===== src/rtl/jtag_data_reg.sv =====
// JTAG test-data register: capture/shift/update chain with a built-in 1-bit bypass stage.
// Latency: TDO is combinational from the selected stage. data_out and update_strobe are registered on the Update_DR edge.
// Backpressure: none. The TAP strobes are obeyed every TCK edge with priority Capture > Shift > Update.
module jtag_data_reg #(
  parameter int                 WIDTH      = 8,
  parameter logic [WIDTH-1:0]   RESET_VAL  = '0,
  parameter bit                 STRICT_LEN = 1'b1,
  localparam int                CW         = $clog2(WIDTH + 2)
) (
  input  logic             clk,
  input  logic             reset,
  input  logic             TDI,
  output logic             TDO,
  input  logic             Capture_DR,
  input  logic             Shift_DR,
  input  logic             Update_DR,
  input  logic             Select,
  input  logic [WIDTH-1:0] data_in,
  output logic [WIDTH-1:0] data_out,
  output logic             update_strobe,
  output logic             len_err,
  output logic [CW-1:0]    bit_count
);

  localparam logic [CW-1:0] CNT_MAX  = '1;
  localparam logic [CW-1:0] CNT_FULL = CW'(WIDTH);

  logic [WIDTH-1:0] r_shift;
  logic             r_bypass;
  logic [CW-1:0]    r_count;
  logic [WIDTH-1:0] r_data_out;
  logic             r_strobe;
  logic             r_len_err;

  logic             w_update;
  logic             w_len_ok;
  logic             w_accept;
  logic             w_reject;

  // An update only counts when neither higher-priority strobe is active and this DR is selected.
  assign w_update = Select && Update_DR && !Capture_DR && !Shift_DR;
  assign w_len_ok = !STRICT_LEN || (r_count == CNT_FULL);
  assign w_accept = w_update && w_len_ok;
  assign w_reject = w_update && !w_len_ok;

  // Capture/shift path. The bypass stage and the main chain hold each other's state across Select changes.
  always_ff @(posedge clk or posedge reset) begin
    if (reset) begin
      r_shift  <= '0;
      r_bypass <= 1'b0;
      r_count  <= '0;
    end else if (Capture_DR) begin
      if (Select) begin
        r_shift <= data_in;
        r_count <= '0;
      end else begin
        r_bypass <= 1'b0;
      end
    end else if (Shift_DR) begin
      if (Select) begin
        r_shift <= {TDI, r_shift[WIDTH-1:1]};
        // Saturate so an over-length scan can never alias back to a legal length.
        if (r_count != CNT_MAX) begin
          r_count <= r_count + 1'b1;
        end
      end else begin
        r_bypass <= TDI;
      end
    end
  end

  // Update latch, one-cycle strobe and sticky length-error flag.
  always_ff @(posedge clk or posedge reset) begin
    if (reset) begin
      r_data_out <= RESET_VAL;
      r_strobe   <= 1'b0;
      r_len_err  <= 1'b0;
    end else begin
      r_strobe <= w_accept;
      if (w_accept) begin
        r_data_out <= r_shift;
        r_len_err  <= 1'b0;
      end else if (w_reject) begin
        r_len_err  <= 1'b1;
      end
    end
  end

  assign TDO           = Select ? r_shift[0] : r_bypass;
  assign data_out      = r_data_out;
  assign update_strobe = r_strobe;
  assign len_err       = r_len_err;
  assign bit_count     = r_count;

endmodule


===== config.mk =====
export PLATFORM = sky130hd
export DESIGN_NAME = jtag_data_reg
export DESIGN_NICKNAME = d
export VERILOG_FILES = /design/src/rtl/jtag_data_reg.sv
export SDC_FILE = /design/constraint.sdc
export NUM_CORES = 1
export LEC_CHECK = 0
export CAP_MARGIN = 20
export CORE_MARGIN = 4
export CORE_UTILIZATION = 40
export DETAILED_ROUTE_END_ITERATION = 8
export PLACE_DENSITY_LB_ADDON = 0.25
export RECOVER_POWER = 25
export SYNTH_ARGS = -nofsm -noshare
export SYNTH_HDL_FRONTEND = slang
export SYNTH_SLANG_ARGS = --single-unit
export TNS_END_PERCENT = 100

===== constraint.sdc =====
create_clock -name clk -period 1.9 [get_ports clk]
set_input_delay 0.57 -clock clk [delete_from_list [all_inputs] [get_ports clk]]
set_output_delay 0.57 -clock clk [all_outputs]
set_load 0.02 [all_outputs]

==> reports/qor.csv, run 1 <==
metric,value,unit
met2 Usage GRT,23.87,%
Core Region,2567,sq um
Adder-Cell Fraction of Synth Area,2.225,%
met3 Use GR,2.516,%
register area,575.6,sq um
initial antenna violation count,0,
yosys warns,0,
largest net degree at the start of global routing,24,
Detailed Place HPWL,1824,um
total congestion overflow,0,
number of synthesized register bits,23,
most frequent cells in the layout,"dfrtp_1, clkdlybuf4s50_1, a22o_1",
remaining antenna violation count,0,
mean post-synth cell area,12.23,sq um
routability cong.,0.7984,
Clock Latency Late Sink,0.30,ns
CTS buffer count,3,
Crit Path Max Fanout,2,
max_cap viols,0,
Routed WL,2410,um
worst-margin pin slew,0.5638,ns
fin crit share,97.13,%
number of distinct library cells after synthesis,26,
unrepaired setup endpoints after global routing,false,
DRT Pass-1 Iters,4,
Min-Delay Path Class,reg -> reg,
Clock Skews,0.003355,ns
first-pass GRT wire length,3891,um
Post-synth EDFFs,0,
CP Depth,1,
die width,61.03,um
# fillers,231,
DIE AREA,3725,sq um
share of layout cells above drive strength 1,22.14,%
post-CTS setup buffers,0,
fin crit period,1.846,ns
Synth Cell Area,1125,sq um
predominant post-synthesis flop cell,dfrtp_1,
PortBufs,29,
Reg2Reg Depth,5,
"delay-heaviest family, CP",buffers and inverters,
Sink Count,23,
Final Hold Fails,0,
peak supply drop,0.3526,mV
drc violations,0,
Fmax,0.5418,GHz
Worst-path clk slew,0.12,ns
Mapped Nets,109,
DR iter-0 viols,25,
"commonest non-fill, non-tap cell in the layout",dfrtp_1,
Slew HR,62.42,%
clock buffer depth,2,
M1 GR Usage,18.34,%
vias in the first global route,852,
DP Area,1501,sq um
row count,18,
Setup-failing EPs final,0,
CP peak stage delay,0.60,ns
GR Util All Layers,14.02,%
crit end category,output port,
CTS tree,done,
Post-Synth XOR/XNOR Area,0,%
crit path cell chain,clkdlybuf4s50_1,
busiest layer in global routing,met2,
Async SR Flop Fraction,100.0,%
total power per unit cell area,616.7,nW/um^2
"Seq/Total Area, Yosys",51.17,%
data required time at the worst endpoint,1.33,ns
clk root buf,clkbuf_4,
Multi-input gate area,489.2,sq um
Pleak,0.8039,nW
Synth Area in Simple Gates,9.455,%
via count,858,
CP bufs+invs,1,
Routed WL per cell,14.97,um
Vias per Instance,5.329,
largest family of logic cells by synthesized area,compound AO/OA/AOI/OAI gates,
htree depth,1,
critical path class,reg -> out,
final instance area,1534,sq um
Area Growth Syn to Fin,36.37,%
Starting Density,43.81,%
# nets final,149,
CP max-delay cell,clkdlybuf4s50_1,
ant diodes,0,
final core utilization,59.75,%
pins over their slew limit,0,
post-synthesis instance total,92,
hold path cells,2,
status,finished clean,
Worst Path Arrival,1.28,ns
die height,61.03,um
Ports,30,
complex-gate fraction of the synthesized area,19.80,%
mux contribution to synthesized area,11.68,%
Critical Path Start Type,flop,
## metal layers
metal | vias up | share of wire (%)
li1 | 418 | -
met1 | 419 | 44
met2 | 19 | 51
met3 | 2 | 4.4
met4 | 0 | 0.33
met5 | - | 0
## stage by stage
stage	setup WS (ns)	std cells	TNS, ns	hold slack [ns]	power (mW)
3_3_place_gp	-0.5825	157	-3.923	0.4889	0.7326
4_1_cts	0.01502	161	0	0.5162	0.9630
2_1_floorplan	0.2749	92	0	0.4708	0.6500
3_5_place_dp	-0.5945	157	-4.502	0.4883	0.7410
5_1_grt	0.001096	161	0	0.5416	0.9949
6_report	0.05445	161	0	0.5051	0.9460
## power breakdown
part	total [mW]	switching, mW	internal, mW
Sequential	0.552	0.0317	0.521
Clock	0.219	0.137	0.0817
Combinational	0.175	0.0759	0.0986
Total	0.946	0.245	0.701
## cell families (layout without fill, tap and decap cells)
family                   after synthesis  after routing
AO/OA/AOI/OAI                         31             31
adder cells (fa/ha/maj)                2              2
buffers and inverters                 12             51
flip-flops                            23             23
multiplexers                           9              9
AND/OR/NAND/NOR                       15             15
## worst paths after layout
check / from / endpoint / slack [ns]
min in group asynchronous: reset / update_strobe / 0.83
worst min register to register: len_err / len_err / 0.51
worst min-delay path: len_err / len_err / 0.51
max in group asynchronous: reset / len_err / 0.70
worst max register to register: bit_count[0] / data_out[2] / 0.29
worst max-delay path: data_out[3] / data_out[3] / 0.05
## synth_stat cells, types with 2 or more instances
master / count / area share, %
nand2_1: 4 / 1.3
buf_6: 2 / 2.0
and3b_1: 2 / 1.6
mux2_4: 8 / 11
ha_1: 2 / 2.2
inv_1: 6 / 2.0
a21oi_1: 5 / 2.2
a31oi_1: 3 / 1.7
o21ai_0: 6 / 2.7
dfrtp_1: 23 / 51
a22o_1: 13 / 10
buf_2: 3 / 1.3
nor2b_1: 2 / 1.1
## what timing repair did
action                                 CTS  global route
gates resized for setup                 12             4
endpoints found under the hold margin    0             0
hold buffers                             0             0
setup endpoints to repair               13             4
## area by class of cell
| type | instances | share of cell area (%) |
|---|---|---|
| Clock buffer | 4 | 1.713 |
| Inverter | 6 | 1.468 |
| Multi-Input combinational cell | 57 | 31.89 |
| Sequential cell | 23 | 37.52 |
| Tap cell | 30 | 2.447 |
| Timing Repair Buffer | 41 | 24.96 |
## state kept, by name (all words and copies together), names as in the netlist
signal         flops
bit_count          4
data_out           8
r_shift            8
r_bypass           1
len_err            1
update_strobe      1
Power figures use the tool's default switching activity.
==> run 2: changes to the inputs <==
CORE_MARGIN = unset   (was 4)
==> reports/qor.csv, run 2 (synthesis gave the netlist of run 1 again) <==
metric,value,unit,change
routability cong.,0.7454,,-6.6%
row count,18,,unchanged
Core Region,2567,sq um,unchanged
CTS tree,done,,
Critical Path Start Type,input pin,,
drc violations,0,,unchanged
CTS buffer count,3,,unchanged
via count,871,,+1.5%
Multi-input gate area,489.2,sq um,unchanged
unrepaired setup endpoints after global routing,false,,
# nets final,149,,unchanged
PortBufs,29,,unchanged
pins over their slew limit,0,,unchanged
critical path class,in -> out,,
fin crit share,96.22,%,-0.92 points
Flop pwr share,58.2,%,-0.2 points
status,finished clean,,
Vias per Instance,5.410,,+1.5%
total power per unit cell area,612.9,nW/um^2,-0.61%
Hold Worst Slack,0.5132,ns,+0.008120 ns
Setup-failing EPs final,0,,unchanged
die width,55.03,um,-9.8%
Clk pwr share,23.3,%,about the same
largest net degree at the start of global routing,24,,unchanged
post-CTS setup buffers,0,,unchanged
Routed WL per cell,15.19,um,+1.5%
data required time at the worst endpoint,1.33,ns,about the same
die height,55.03,um,-9.8%
initial antenna violation count,0,,unchanged
total congestion overflow,0,,unchanged
crit end category,output port,,
register area,575.6,sq um,unchanged
first-pass GRT wire length,3739,um,-3.9%
worst-margin pin slew,0.5843,ns,+0.02050 ns
Routed WL,2445,um,+1.5%
fin crit period,1.828,ns,-0.01744 ns
Ports,30,,unchanged
GR Util All Layers,17.86,%,+3.8 points
Int Power,0.6976,mW,-0.48%
Min-Delay Path Class,reg -> reg,,
Detailed Place HPWL,1772,um,-2.8%
Area Growth Syn to Fin,37.60,%,
Sink Count,23,,unchanged
max_cap viols,0,,unchanged
switching portion of total power,26.47,%,+0.57 points
Comb pwr share,18.5,%,about the same
Crit Path Max Fanout,2,,unchanged
Starting Density,43.81,%,unchanged
Final Total Pwr,0.9487,mW,+0.29%
Post-CTS Hold Buffers,0,,unchanged
CTS-repair resized insts,12,,unchanged
# fillers,216,,-6.5%
peak supply drop,0.4267,mV,+21%
share of layout cells above drive strength 1,22.90,%,+0.76 points
ant diodes,0,,unchanged
Slew HR,61.05,%,-1.4 points
Worst Path Arrival,1.26,ns,-0.02 ns
Psw,0.2511,mW,+2.5%
Pleak,0.8820,nW,+9.7%
most frequent cells in the layout,"dfrtp_1, a22o_1, clkdlybuf4s50_1",,
clock buffer depth,2,,unchanged
Fmax,0.5470,GHz,+0.95%
DRT Pass-1 Iters,4,,unchanged
"commonest non-fill, non-tap cell in the layout",dfrtp_1,,
vias in the first global route,841,,-1.3%
htree depth,1,,unchanged
remaining antenna violation count,0,,unchanged
DIE AREA,3028,sq um,-19%
DR iter-0 viols,10,,-60%
Final Hold Fails,0,,unchanged
clk root buf,clkbuf_4,,
Clock Latency Late Sink,0.31,ns,about the same
Clock Skews,0.006735,ns,+0.003380 ns
Worst-path clk slew,0.13,ns,about the same
-- run 2: cell type report --
class | instances | area share (%)
flip-flops and latches | 23 | 37.19
multi-input cells | 57 | 31.61
repair buffers | 41 | 25.55
well taps | 30 | 2.425
clock buffers | 3 | 1.455
inverters | 6 | 1.455
clock inverters | 1 | 0.3234
-- run 2: power groups by stage --
stage	registers, mW	clock network, mW	logic [mW]
final	0.552	0.221	0.176
after global routing	0.558	0.260	0.195
after CTS	0.552	0.236	0.179
after detailed placement	0.561	0	0.179
after global placement	0.559	0	0.174
after floorplan	0.559	0	0.0909
-- run 2: worst paths after layout --
path / startpoint / endpoint / slack (ns) / cells past startpoint
min in group asynchronous: reset / r_shift[0] / 0.83 / 3
hold / removal: len_err / len_err / 0.51 / 2
setup / recovery: Select / TDO / 0.07 / 3
hold reg to reg: len_err / len_err / 0.51 / 2
setup reg to reg: bit_count[0] / data_out[2] / 0.28 / 5
max in group asynchronous: reset / data_out[2] / 0.69 / 3
-- run 2: critical path, cell delays in order --
cell           delay (ns)
dlygate4sd2_1        0.25
mux2_4               0.30
buf_6                0.13
-- run 2: routing by layer --
layer	track usage [%]	wire [um]	vias up
li1	-	-	416
met1	23.03	1111	431
met5	0	0	-
met2	28.92	1205	22
met4	7.083	12	0
met3	3.825	115	2
-- run 2: through the flow --
step                cells  setup TNS, ns  setup slack, ns  area, sq um  util [%]
detailed placement    157         -4.275          -0.5916         1501     58.48
finish                161              0          0.07189         1548     60.28
CTS                   161              0         0.005060         1528     59.50
floorplan              92              0           0.2749         1125         -
global placement      157         -3.954          -0.5797         1501     58.48
global route          161              0         0.009076         1548     60.28
==> run 3: changes to the inputs <==
CORE_UTILIZATION = 31   (was 40)
==> reports/qor.csv, run 3 (synthesis gave the netlist of run 1 again) <==
metric,value,unit,change
# fillers,335,,+55%
Ports,30,,unchanged
Slew HR,62.48,%,+1.4 points
Routed WL,2340,um,-4.3%
fin crit period,1.866,ns,+0.03748 ns
CTS buffer count,3,,unchanged
share of layout cells above drive strength 1,21.71,%,-1.2 points
Detailed Place HPWL,1654,um,-6.7%
crit end category,output port,,
CTS tree,done,,
most frequent cells in the layout,"dfrtp_1, clkdlybuf4s50_1, a22o_1",,
CP startpoint,Select,,
"delay-heaviest family, CP",buffers and inverters,,
Routed WL per cell,13.37,um,-12%
PortBufs,29,,unchanged
crit path cell chain,dlygate4sd2_1 > mux2_2 > buf_4,,
via count,855,,-1.8%
DRT Pass-1 Iters,4,,unchanged
data required time at the worst endpoint,1.33,ns,about the same
clock buffer depth,2,,unchanged
CP peak stage delay,0.34,ns,+0.04 ns
CP Depth,3,,unchanged
CP max-delay cell,mux2_2,,
Core Region,3416,sq um,+33%
Min-Delay Path Class,reg -> reg,,
unrepaired setup endpoints after global routing,false,,
min-delay src,len_err,,
fin crit share,98.19,%,+2.0 points
reg-to-reg critical path endpoint,data_out[4],,
Post-CTS Hold Buffers,0,,unchanged
vias in the first global route,855,,+1.7%
reg2reg start,bit_count[0],,
ant diodes,0,,unchanged
remaining antenna violation count,0,,unchanged
Clock Skews,0.0009064,ns,-0.005828 ns
max_cap viols,0,,unchanged
die height,62.24,um,+13%
Setup TNS,0,ns,unchanged
CP bufs+invs,2,,unchanged
worst-margin pin slew,0.5628,ns,-0.02151 ns
first-pass GRT wire length,3898,um,+4.3%
pins over their slew limit,0,,unchanged
Worst-path clk slew,0.12,ns,about the same
Clock Latency Late Sink,0.30,ns,about the same
Reg2Reg Depth,5,,unchanged
total power per unit cell area,612.1,nW/um^2,-0.14%
last element of the critical path,TDO,,
Sink Count,23,,unchanged
drc violations,0,,unchanged
Fmax,0.5360,GHz,-2.0%
# nets final,147,,-1.3%
die width,62.24,um,+13%
total congestion overflow,0,,unchanged
Pleak,0.8118,nW,-8.0%
Critical Path Start Type,input pin,,
Setup-failing EPs final,0,,unchanged
"commonest non-fill, non-tap cell in the layout",dfrtp_1,,
critical path class,in -> out,,
row count,21,,+3
largest net degree at the start of global routing,24,,unchanged
Vias per Instance,4.886,,-9.7%
FF-to-FF setup slack,0.31,ns,+0.03 ns
Worst Path Arrival,1.30,ns,+0.04 ns
clk root buf,clkbuf_4,,
status,finished clean,,
htree depth,1,,unchanged
DR iter-0 viols,17,,+7
routability cong.,0.8688,,+17%
DIE AREA,3873,sq um,+28%
GR Util All Layers,12.89,%,-5.0 points
Final Hold Fails,0,,unchanged
Crit Path Max Fanout,2,,unchanged
Starting Density,32.93,%,-11 points
Area Growth Syn to Fin,36.71,%,
peak supply drop,0.2505,mV,-41%
initial antenna violation count,0,,unchanged
Final Total Pwr,0.9413,mW,-0.78%
==> run 3: changes by cell type in the layout (fill, tap and decap cells not counted) <==
cell,delta
buf_4,-1
buf_6,-1
clkdlybuf4s50_1,+3
dlymetal6s2s_1,-3
mux2_2,+1
mux2_4,-1
==> run 3: repair_timing <==
action / 4_1_cts / 5_1_grt
resized for setup: 10 / 6
setup endpoints to repair: 13 / 6
buffers inserted: 0 / 0
==> run 3: worst min path at each step <==
stage,end,slack (ns),cells after the start
finish,len_err,0.50,2
global route,len_err,0.54,2
CTS,len_err,0.52,2
detailed placement,len_err,0.49,2
global placement,r_bypass,0.49,2
floorplan,r_bypass,0.47,2
==> run 3: power by group <==
part           internal, mW  switching (mW)  total (mW)
Sequential            0.521          0.0299       0.551
Clock                0.0785           0.145       0.223
Combinational        0.0920          0.0754       0.167
==> run 3: layer usage <==
metal	wire, um	track usage [%]	part of all wire [%]	vias to the layer above
met5	0	0	0	-
met4	22	5.233	0.94	0
met3	105	2.390	4.5	2
met2	1025	20.88	44	19
met1	1186	16.92	51	425
li1	-	-	-	409
==> run 3: cell type report <==
type	count	area [sq um]	share of cell area, %
multi-input combinational	57	485.5	31.57
tap	46	57.56	3.743
timing repair buffer	39	369.1	24.00
sequential	23	575.6	37.43
clock buffer	3	22.52	1.465
clock inverter	1	5.005	0.3255
inverter	6	22.52	1.465
==> run 3: tightest hold or removal path, stage by stage (launching register included) <==
cell and delay (ns):
dfrtp_1 0.36, a31oi_1 0.04, nor2_1 0.07
==> run 3: metrics by stage <==
stage	setup WS [ns]	cell area [sq um]	std cells	hold slack [ns]	util, %
after floorplan	0.2749	1125	92	0.4708	-
after global placement	-0.6113	1506	171	0.4926	44.10
after detailed placement	-0.6120	1506	171	0.4862	44.10
after CTS	0.02310	1525	175	0.5174	44.65
after global routing	0.0005580	1538	175	0.5361	45.02
final	0.03441	1538	175	0.5035	45.02
